File: config.mk
export PLATFORM = sky130hd
export DESIGN_NAME = if_stage
export DESIGN_NICKNAME = d
export VERILOG_FILES = /design/src/rtl/if_stage.sv
export SDC_FILE = /design/constraint.sdc
export NUM_CORES = 1
export LEC_CHECK = 0
export CAP_MARGIN = 10
export CORE_MARGIN = 10
export CORE_UTILIZATION = 46
export CTS_CLUSTER_DIAMETER = 120
export DETAILED_ROUTE_END_ITERATION = 7
export PLACE_DENSITY = 0.8
export REMOVE_ABC_BUFFERS = 1
export SKIP_LAST_GASP = 1
export SYNTH_ARGS = -nofsm -noshare
export SYNTH_HDL_FRONTEND = slang
export SYNTH_SLANG_ARGS = --single-unit
File: constraint.sdc
create_clock -name clk_i -period 5.4 [get_ports clk_i]
set_clock_uncertainty 0.1 [all_clocks]
set_input_delay 0.81 -clock clk_i [delete_from_list [all_inputs] [get_ports clk_i]]
set_output_delay 0.81 -clock clk_i [all_outputs]
set_load 0.005 [all_outputs]
File: src/rtl/if_stage.sv
// Instruction fetch stage: PC register, imem request FSM and the IF/ID pipeline register.
// Latency: one cycle from imem_ack_i to the IF/ID outputs, or one cycle from release of a stall in HOLD.
// Backpressure: pc_write_i/if_id_write_i stall the stage, and an ack taken during a stall is parked in a hold buffer.
//
// Ports:
//   clk_i, rst_i                 clock and synchronous active-high reset
//   start_i                      leave IDLE and begin fetching
//   pc_write_i, if_id_write_i    hazard-unit enables (0 = stall / hold)
//   flush_i, branch_target_i     redirect from ID; squashes IF/ID and any in-flight word
//   imem_req_o, imem_addr_o      instruction memory request and address (addr == pc_o)
//   imem_ack_i, imem_data_i      single-cycle ack with the fetched word
//   pc_o                         current fetch PC
//   if_id_*_o                    IF/ID register contents plus rs/rt fields for the hazard unit
//   fetch_stall_o                waiting on memory in FETCH
module if_stage (
  input  logic        clk_i,
  input  logic        rst_i,
  input  logic        start_i,
  input  logic        pc_write_i,
  input  logic        if_id_write_i,
  input  logic        flush_i,
  input  logic [31:0] branch_target_i,
  output logic        imem_req_o,
  output logic [31:0] imem_addr_o,
  input  logic        imem_ack_i,
  input  logic [31:0] imem_data_i,
  output logic [31:0] pc_o,
  output logic [31:0] if_id_pc4_o,
  output logic [31:0] if_id_inst_o,
  output logic        if_id_valid_o,
  output logic [4:0]  if_idrs_o,
  output logic [4:0]  if_idrt_o,
  output logic        fetch_stall_o
);

  typedef enum logic [1:0] {
    S_IDLE  = 2'd0,
    S_FETCH = 2'd1,
    S_HOLD  = 2'd2
  } state_t;

  state_t      state_q, state_d;
  logic [31:0] pc_q, pc_d;
  logic [31:0] if_id_inst_q, if_id_inst_d;
  logic [31:0] if_id_pc4_q, if_id_pc4_d;
  logic        if_id_valid_q, if_id_valid_d;
  logic [31:0] hold_buf_q, hold_buf_d;
  logic        imem_req_q, imem_req_d;

  logic        advance;
  logic [31:0] pc_plus4;

  assign advance  = pc_write_i & if_id_write_i;
  assign pc_plus4 = pc_q + 32'd4;  // natural 32-bit wrap

  always_comb begin
    state_d       = state_q;
    pc_d          = pc_q;
    if_id_inst_d  = if_id_inst_q;
    if_id_pc4_d   = if_id_pc4_q;
    if_id_valid_d = if_id_valid_q;
    hold_buf_d    = hold_buf_q;

    case (state_q)
      S_IDLE: begin
        // flush and stray acks are meaningless here; only start matters
        if (start_i) state_d = S_FETCH;
      end

      S_FETCH: begin
        if (flush_i) begin
          // redirect wins over a coincident ack: that word is wrong-path
          pc_d          = {branch_target_i[31:2], 2'b00};
          if_id_inst_d  = 32'd0;
          if_id_pc4_d   = 32'd0;
          if_id_valid_d = 1'b0;
          hold_buf_d    = 32'd0;
        end else if (imem_ack_i) begin
          if (advance) begin
            if_id_inst_d  = imem_data_i;
            if_id_pc4_d   = pc_plus4;
            if_id_valid_d = 1'b1;
            pc_d          = pc_plus4;
          end else begin
            // word arrived during a stall; park it so it is not refetched
            hold_buf_d = imem_data_i;
            state_d    = S_HOLD;
          end
        end else if (if_id_write_i) begin
          if_id_inst_d  = 32'd0;
          if_id_pc4_d   = 32'd0;
          if_id_valid_d = 1'b0;
        end
      end

      S_HOLD: begin
        if (flush_i) begin
          pc_d          = {branch_target_i[31:2], 2'b00};
          if_id_inst_d  = 32'd0;
          if_id_pc4_d   = 32'd0;
          if_id_valid_d = 1'b0;
          hold_buf_d    = 32'd0;
          state_d       = S_FETCH;
        end else if (advance) begin
          if_id_inst_d  = hold_buf_q;
          if_id_pc4_d   = pc_plus4;
          if_id_valid_d = 1'b1;
          pc_d          = pc_plus4;
          state_d       = S_FETCH;
        end
      end

      default: state_d = S_IDLE;
    endcase

    imem_req_d = (state_d == S_FETCH);
  end

  always_ff @(posedge clk_i) begin
    if (rst_i) begin
      state_q       <= S_IDLE;
      pc_q          <= 32'd0;
      if_id_inst_q  <= 32'd0;
      if_id_pc4_q   <= 32'd0;
      if_id_valid_q <= 1'b0;
      hold_buf_q    <= 32'd0;
      imem_req_q    <= 1'b0;
    end else begin
      state_q       <= state_d;
      pc_q          <= pc_d;
      if_id_inst_q  <= if_id_inst_d;
      if_id_pc4_q   <= if_id_pc4_d;
      if_id_valid_q <= if_id_valid_d;
      hold_buf_q    <= hold_buf_d;
      imem_req_q    <= imem_req_d;
    end
  end

  assign imem_req_o    = imem_req_q;
  assign pc_o          = pc_q;
  assign imem_addr_o   = pc_q;
  assign if_id_inst_o  = if_id_inst_q;
  assign if_id_pc4_o   = if_id_pc4_q;
  assign if_id_valid_o = if_id_valid_q;
  assign if_idrs_o     = if_id_inst_q[25:21];
  assign if_idrt_o     = if_id_inst_q[20:16];
  // stall is about the current cycle's ack, so it is combinational on the input
  assign fetch_stall_o = (state_q == S_FETCH) && !imem_ack_i;

endmodule

# == Word level (Yosys, flattened, before mapping) ==
# Index checks and enable logic that the tools add are counted.
# totals
register_bits,132
inputBits,71
out_inout_bits,141
wordCells,61
# classes
add_sub_neg,1
n_eq_ne,9
n_mux,35
n_bitwise,1
reduce_logical,8
# ops
cell,count
2-to-1 mux 32 bit,18
one-hot mux 32 bit (2 select lines),4
adder 32 x 3 -> 32 bit (second input constant),1
2-to-1 mux 2 bit,6
inequality test 3 bit (second input constant),3
inequality test 4 bit (second input constant),2
AND reduction 4 bit,2
one-hot mux 2 bit (3 select lines),1
2-to-1 mux 1 bit,5
== test 2 x 1 -> 1 bit (second input constant),2
AND reduction 2 bit,2
== test 2 bit (second input constant),1
logical NOT 2 bit,1
inequality test 2 bit (second input constant),1
one-hot mux 1 bit (2 select lines),1
nonzero test 2 bit,1
AND 1 bit,1
logical AND 1 bit,1
logical NOT 1 bit,1

# == Logic depth before layout (Yosys ltp) ==
# Gate-level depths: netlist of run 1.
# depth
depth_word,6
ltp_mapped,10
depth_no_buf,7

# == Least setup slack after synthesis of run 1 ==
# OpenSTA, ideal clock, no wires.
# synth_path
path_type,in2reg
start,input port flush_i
end,register pc_q[25] (netlist: imem_addr_o[25])
setup_ns,0.074
arrival_time_ns,2.011
required_time_ns,5.226
slack_ns,3.214
path_stages,6
n_path_buf,2
cell_sequence,clkbuf_2 -> o21ba_1 -> buf_6 -> or4_1 -> mux2_2 -> a31oi_1
# synth_via
elab_chain_len,2
elab_cells_between_ends,5
cone_classes,eq/ne (1); mux (3); reduce/logical (1)
# synth_rtl
item,line,source
"start, declared",21,"input logic flush_i,"
"2-to-1 mux 32 bit, or another cell as far along",97,if (flush_i) begin
one-hot mux 32 bit (2 select lines) / AND reduction 2 bit (equally long branches),n/a,
"end signal, assigned",130,pc_q <= pc_d;
"end, declared",43,"logic [31:0] pc_q, pc_d;"
# Parallel ways exist; a longest one is shown, timed or not.
# A chain may end at the register's enable or synchronous reset.

# == Final worst setup path of run 1 ==
# layout_path
start,register state_q[0]
end,register if_id_pc4_q[31] (netlist: if_id_pc4_o[31])
# layout_via
elab_chain_len,3
elab_cells_between_ends,6
cone_classes,eq/ne (3); mux (1); reduce/logical (2)
# layout_rtl
item,line,source
"start, declared",42,"state_t state_q, state_d;"
"start signal, assigned",129,state_q <= state_d;
== test 2 x 1 -> 1 bit / == test 2 bit (equally long branches),64,case (state_q)
inequality test 4 bit (no line) / nonzero test 2 bit (equally long branches),n/a,
AND reduction 2 bit (no line),n/a,
"end signal, assigned",132,if_id_pc4_q <= if_id_pc4_d;
"end, declared",45,"logic [31:0] if_id_pc4_q, if_id_pc4_d;"
# Parallel ways exist; a longest one is shown, timed or not.

==> results of run 1 <==
[cell usage in the layout (no fill, tap or decap), types with 4 or more instances in the layout]
master,n
inv_1,7
dfxtp_1,130
nor3_1,13
a31oi_1,5
clkbuf_16,17
nand2_1,102
clkinvlp_4,6
and4_1,5
o21ai_0,16
a21o_1,5
and2_1,5
o31ai_1,4
buf_4,12
xnor2_1,19
nor4_1,5
mux2i_1,9
nor2_1,40
xor2_1,9
o2bb2ai_1,28
ha_1,5
nand4_1,8
conb_1,4
and3_1,12
o22ai_1,10
a22oi_1,42
a21oi_1,91
nand3_1,43
nand2b_1,6
clkdlybuf4s50_1,203
or3_1,35
[final cells by class]
class                   instances  area share
repair buffers                215       0.238
inverters                       8     0.00337
diodes                          1    0.000281
clock inverters                10      0.0101
well taps                     180      0.0253
multi-input cells             565       0.381
flip-flops and latches        130       0.292
clock buffers                  19      0.0497
[power by group through the flow]
stage	registers, mW	logic [mW]	clock network, mW
2_1_floorplan	1.06	0.176	0
3_3_place_gp	1.07	0.415	0
3_5_place_dp	1.07	0.419	0
4_1_cts	1.05	0.422	1.07
5_1_grt	1.06	0.461	1.11
6_report	1.05	0.421	1.05
[critical path, delay by kind of cell, from the launching register on]
family / cells / cell delay, ns
AND/OR/NAND/NOR: 2 / 1.52
adder cells (fa/ha/maj): 1 / 0.69
flip-flops: 1 / 0.40
AO/OA/AOI/OAI: 1 / 0.33
buffers and inverters: 2 / 0.33
[through the flow]
step	std cells	total power, mW	hold WS [ns]
after floorplan	703	1.24	0.326
after global placement	1098	1.48	0.337
after detailed placement	1098	1.49	0.343
after CTS	1127	2.54	0.350
after global routing	1128	2.63	0.368
final	1128	2.52	0.347
[cells by family (layout without fill, tap and decap cells)]
| kind of cell | after synthesis | after routing | synth area share |
|---|---|---|---|
| flip-flops | 130 | 130 | 0.391 |
| other | 1 | 5 | 0.000564 |
| AND/OR/NAND/NOR | 298 | 298 | 0.230 |
| AO/OA/AOI/OAI | 220 | 220 | 0.214 |
| buffers and inverters | 124 | 252 | 0.102 |
| adder cells (fa/ha/maj) | 5 | 5 | 0.00940 |
| multiplexers | 10 | 10 | 0.0152 |
| XOR/XNOR | 28 | 28 | 0.0369 |
[final timing paths]
check / to / startpoint / cells past startpoint
min: if_id_inst_o[13] / if_id_inst_o[13] / 2
min reg2reg: if_id_inst_o[13] / if_id_inst_o[13] / 2
max: if_id_pc4_o[31] / state_q[0] / 6
max reg2reg: if_id_pc4_o[31] / state_q[0] / 6
[flip-flops by register name, summed over array words and instances, names as in the netlist]
register,cells
imem_req_o,1
hold_buf_q,32
if_id_inst_o,32
if_id_valid_o,1
imem_addr_o,30
state_q,2
if_id_pc4_o,32
[per-layer routing]
metal | track usage | vias to the layer above
met2 | 0.334 | 215
met5 | 0 | -
met4 | 0.0870 | 0
li1 | - | 3104
met3 | 0.0581 | 27
met1 | 0.246 | 2971
==> metrics.yaml, run 1 <==
hp-class: "register to register"
dpl.hpwl_um: 14200
slew_headroom: 0.369
status: "finished, final reports clean"
synth-seq-cells: 130
min_period_ns: 3.48
fill_cells: 1244
avgSynthCellArea_um2: 8.15
min_period_over_period: 0.645
gp_congestion: 0.852
yosys.area.top_type: "dfxtp_1"
setup_tns_ns: 0
placed_area_um2: 8370
synth_cell_types: 63
worst_pin_slew_ns: 0.946
initialDrtViolationCount: 673
slowest_delay_ns: 0.79
place.port_buffers: 205
vias_per_cell: 5.60
fp.dieArea_um2: 19700
cts_tree: "yes"
synth_top_area_share: 0.391
ys_warn_count: 0
cap_violations: 0
grt_pass1_vias: 6099
worst_setup_path_end_kind: "register"
gr-total-overflow: 0
met3RoutedLength_um: 1310
combPwrFrac: 0.167
yosys-top-cells-area: "dfxtp_1, a21oi_1, nand2_1, buf_4, a22oi_1"
clockBufferDepth: 2
wl_met1_um: 8850
max_freq_mhz: 287
hold_viol: 0
postSynthCellCount: 816
pwr-share-seq: 0.416
area.growth.synth_to_final_pct: 33.9
fp.dieW_um: 140
path_cells: "inv_1 -> ha_1 -> inv_2 -> nor4_2 -> nand2b_1 -> o2bb2ai_1"
worstSetupPathType: "register to register"
fin_ws_ns: 1.92
maxUsedRoutingLayer: "met4"
p_int_mw: 1.83
cts_hold_buf: 0
synth-main-ff-cell: "dfxtp_1"
powerDensity_nw_per_um2: 283
synth_most_common_cell: "dfxtp_1"
cp.required_ns: 5.64
final_max_slew_viol_count: 0
rows: 43
num_vias: 6317
drtPass1Iterations: 5
netlist_area_um2: 6650
setup_viol: 0
drc_errors: 0
clockRootBuffer: "clkbuf_16"
gr-usage-all-layers: 0.205
antenna_found_initial: 1
critPathLaunchType: "register"
crit_fanout: 22
clock_power_share: 0.417
grt_max_degree: 80
design_area_um2: 8910
final_nets: 1013
rsz0062_at_grt: "false"
clk_latency_ns: 0.43
routed_wl_um: 20800
coreArea_um2: 14000
initial_utilization: 0.474
htree_levels: 4
io_pins: 212
cts_buffers: 17
cts_setup_buffers: 0
power_leakage_nw: 2.96
dp_slack_ns: 1.86
ant_nets: 0
cts.repair.resized: 0
worst_path_max_delay_cell: "nor4_2"
grt_pass1_wl_um: 33200
seq_area_frac_synth: 0.391
wl_met2_um: 10200
async_reset_ff_frac: 0
synth_edf_count: 0
crit_arrival_ns: 3.72
fin_util: 0.634
clk_pin_slew_worst_paths_ns: 0.06
wl_per_cell_um: 18.5
ir_worst_vdd_v: 0.000243
drive_gt1_frac: 0.0655
synth_common_cells: "dfxtp_1, nand2_1, a21oi_1, buf_4, nand3_1"
die_y_um: 140
ff_latch_area_um2: 2600
clock_sinks: 130
power_switching_mw: 0.693
ff2ff_setup_slack_ns: 1.92
multi_input_area_um2: 3390
swShare: 0.275
Power figures use the tool's default switching activity.
==> run 2, diff against run 1 <==
CORE_UTILIZATION = 42   (was 46)
PLACE_DENSITY = 0.77   (was 0.8)
clock period = 2.8 ns   (was 5.4 ns; I/O delays follow)
==> run 2 against run 1 <==
  * Sequential share of layout area fell by 0.80 points
  * Design area rose by 2.8%
  * Count of clock-buffer cells in the layout rose by 4
==> metrics.yaml, run 2 (synthesized netlist as in run 1, its figures left out) <==
status: "finished, final reports clean"
initialDrtViolationCount: 620
place_inst: 1142
placed_area_um2: 8530
gr-total-overflow: 0
fin_ws_ns: 0.328
grt_max_degree: 65
htree_levels: 4
routed_wl_um: 21300
fp.dieArea_um2: 21300
initial_utilization: 0.433
ant_nets: 0
rows: 45
clock_sinks: 130
cp.required_ns: 2.99
ir_worst_vdd_v: 0.000394
area.growth.synth_to_final_pct: 37.7
fp.dieW_um: 146
clockBufferDepth: 2
drtPass1Iterations: 5
fin_cells: 1175
cts_hold_buf: 0
min_period_over_period: 0.883
design_area_um2: 9160
whs_ns: 0.345
gp_congestion: 0.879
powerDensity_nw_per_um2: 571
max_freq_mhz: 405
worst_setup_path_end_kind: "register"
hp-class: "input pin to register"
min_period_ns: 2.47
gr-usage-all-layers: 0.192
slowest_delay_ns: 0.50
crit_fanout: 7
cap_violations: 0
worst_pin_slew_ns: 0.616
die_y_um: 146
rsz0062_at_grt: "false"
dpl.hpwl_um: 14800
num_vias: 6507
coreArea_um2: 15400
final_nets: 1026
setup_viol: 0
vias_per_cell: 5.54
layout_commonest_cell: "clkdlybuf4s50_1"
worstSetupPathType: "register to register"
crit_arrival_ns: 2.66
antenna_found_initial: 1
cts_buffers: 17
dp_slack_ns: 0.327
worst_path_max_delay_cell: "or3_1"
critPathLaunchType: "register"
path_cells: "ha_1 -> and4_1 -> nand2_1 -> or3_1 -> mux2i_1 -> o22ai_1"
grt_pass1_vias: 5919
place.port_buffers: 205
hold_viol: 0
drc_errors: 0
cts_tree: "yes"
grt_pass1_wl_um: 33800
slew_headroom: 0.586
mostFrequentLayoutCells: "clkdlybuf4s50_1, dfxtp_1, nand2_1"
wl_per_cell_um: 18.1
fin_util: 0.596
cts.repair.resized: 0
io_pins: 212
drive_gt1_frac: 0.0779
power_leakage_nw: 3.08
cts_setup_buffers: 0
final_max_slew_viol_count: 0
clockRootBuffer: "clkbuf_16"
clk_pin_slew_worst_paths_ns: 0.06
clk_latency_ns: 0.42
==> run 2: report_power, final <==
group          total, mW  switching [mW]  leakage [nW]  internal (mW)
clock               2.36           0.821         0.297           1.54
sequential          2.02          0.0941          1.05           1.93
combinational      0.854           0.439          1.73          0.415
total               5.23            1.35          3.08           3.88
==> run 2: worst paths after layout <==
| path | depth (start not counted) | to | startpoint | slack, ns |
|---|---|---|---|---|
| min reg2reg | 2 | if_id_inst_o[28] | if_id_inst_o[28] | 0.35 |
| max | 6 | imem_addr_o[26] | imem_addr_o[3] | 0.33 |
| max reg2reg | 6 | imem_addr_o[26] | imem_addr_o[3] | 0.33 |
| min | 2 | if_id_inst_o[13] | rst_i | 0.35 |
==> run 2: per-stage QoR <==
step                      TNS (ns)  power (mW)
after global placement           0        2.90
after floorplan             -50.02        2.39
after detailed placement         0        2.91
after global routing             0        5.43
after CTS                        0        5.26
final                            0        5.23
==> run 2: worst max-delay path, delay by kind of cell, from the launching register on <==
family          cells  cell delay, ns
fa+ha+maj           1            0.35
flops               1            0.44
simple gates        3            1.16
compound gates      1            0.10
mux                 1            0.19
==> run 2: layout make-up <==
type | count | area, µm²
Inverter | 8 | 30.0
Fill cell | 1377 | 6210
Timing Repair Buffer | 228 | 2240
Clock inverter | 9 | 154
Clock buffer | 23 | 468
Sequential cell | 130 | 2600
Tap cell | 211 | 264
Multi-Input combinational cell | 565 | 3390
Antenna cell | 1 | 2.50
==> run 2: layer usage <==
layer  GRT usage  part of all wire  up-vias
met5           0                 0        -
met4      0.0718             0.020        0
met3      0.0487             0.064       31
met2       0.313              0.49      227
met1       0.239              0.42     3116
li1            -                 -     3133
==> run 3, diff against run 2 <==
CORE_UTILIZATION = 46   (was 42)
PLACE_DENSITY = 0.8   (was 0.77)
TNS_END_PERCENT = 20   (was unset)
clock period = 3.1 ns   (was 2.8 ns; I/O delays follow)
==> run 3 against run 2 <==
  * Setup slack gained 0.12 ns
  * Clock power shrank 3%
  * Global-route usage grew 1.6 points
  * Critical endpoint is now imem_addr_o[23]
  * Largest power group unchanged
==> metrics.yaml, run 3 (synthesized netlist as in run 1, its figures left out) <==
status: "finished, final reports clean"
grt_pass1_wl_um: 33900
gp_congestion: 0.879
cap_violations: 0
clock_sinks: 130
fin_ws_ns: 0.452
routed_wl_um: 21300
min_period_over_period: 0.854
hp-class: "register to register"
htree_levels: 4
power_leakage_nw: 3.10
path_cells: "inv_1 -> ha_1 -> nor2b_2 -> nor2_1 -> o21ai_1 -> buf_4 -> o21ai_0 -> a21oi_1"
critPathLaunchType: "register"
design_area_um2: 9150
wl_per_cell_um: 18.7
worstSetupPathType: "register to register"
drtPass1Iterations: 5
grt_pass1_vias: 6204
vias_per_cell: 5.73
slowest_delay_ns: 0.75
crit_fanout: 14
dpl.hpwl_um: 14700
mostFrequentLayoutCells: "clkdlybuf4s50_1, dfxtp_1, nand2_1"
crit_arrival_ns: 2.89
cts_buffers: 17
ff_latch_area_um2: 2600
ir_worst_vdd_v: 0.000461
fp.dieW_um: 140
clk_latency_ns: 0.43
setup_viol: 0
whs_ns: 0.348
grt_max_degree: 65
die_y_um: 140
hold_viol: 0
num_vias: 6543
placed_area_um2: 8470
clockRootBuffer: "clkbuf_16"
rows: 43
p_total_mw: 4.87
cts_tree: "yes"
worst_pin_slew_ns: 0.948
rsz0062_at_grt: "false"
min_period_ns: 2.65
max_freq_mhz: 378
cp.required_ns: 3.35
slew_headroom: 0.364
worst_path_max_delay_cell: "o21ai_1"
initialDrtViolationCount: 676
gr-total-overflow: 0
place.port_buffers: 205
antenna_found_initial: 2
cts_setup_buffers: 0
final_nets: 1023
drc_errors: 0
gr-usage-all-layers: 0.208
area.growth.synth_to_final_pct: 37.6
fp.dieArea_um2: 19700
clk_pin_slew_worst_paths_ns: 0.05
clockBufferDepth: 2
powerDensity_nw_per_um2: 532
cts.repair.resized: 0
fill_cells: 1183
multi_input_area_um2: 3390
coreArea_um2: 14000
layout_commonest_cell: "clkdlybuf4s50_1"
cts_hold_buf: 0
drive_gt1_frac: 0.0792
initial_utilization: 0.474
final_max_slew_viol_count: 0
dp_slack_ns: 0.375
worst_setup_path_end_kind: "register"
io_pins: 212
ant_nets: 0
run 3: per-layer routing:
layer / global-route usage / part of all wire
met1: 0.256 / 0.40
met2: 0.332 / 0.49
met3: 0.0598 / 0.079
met4: 0.0918 / 0.028
met5: 0 / 0
run 3: through the flow:
step | cells | util | TNS, ns
after floorplan | 703 | - | -30.82
after global placement | 1108 | 0.603 | 0
after detailed placement | 1108 | 0.603 | 0
after CTS | 1140 | 0.652 | 0
after global routing | 1142 | 0.652 | 0
final | 1142 | 0.652 | 0
run 3: path summary, 6_finish.rpt:
| kind | start | cells after the start | endpoint | slack, ns |
|---|---|---|---|---|
| setup / recovery | state_q[1] | 8 | imem_addr_o[23] | 0.45 |
| hold / removal | if_id_inst_o[30] | 2 | if_id_inst_o[30] | 0.35 |
| setup reg to reg | state_q[1] | 8 | imem_addr_o[23] | 0.45 |
| hold reg to reg | if_id_inst_o[30] | 2 | if_id_inst_o[30] | 0.35 |
run 3: critical path, delay by kind of cell, from the launching register on:
family / cells / cell delay [ns]
AOI/OAI and AO/OA: 3 / 1.01
adders and majority gates: 1 / 0.28
buffers and inverters: 2 / 0.43
DFF: 1 / 0.33
and+or+nand+nor: 2 / 0.42
run 3: area by class of cell:
cell class / count / share of cell area
Clock buffer: 21 / 0.0525
Antenna cell: 2 / 0.000547
Inverter: 8 / 0.00328
Timing Repair Buffer: 225 / 0.243
Clock inverter: 11 / 0.0215
Tap cell: 180 / 0.0246
Sequential cell: 130 / 0.284
Multi-Input combinational cell: 565 / 0.371
run 3: where the power goes:
group	leakage (nW)	switching [mW]	internal, mW
Sequential	1.05	0.0871	1.74
Combinational	1.72	0.395	0.366
Clock	0.326	0.765	1.52
Total	3.10	1.25	3.62
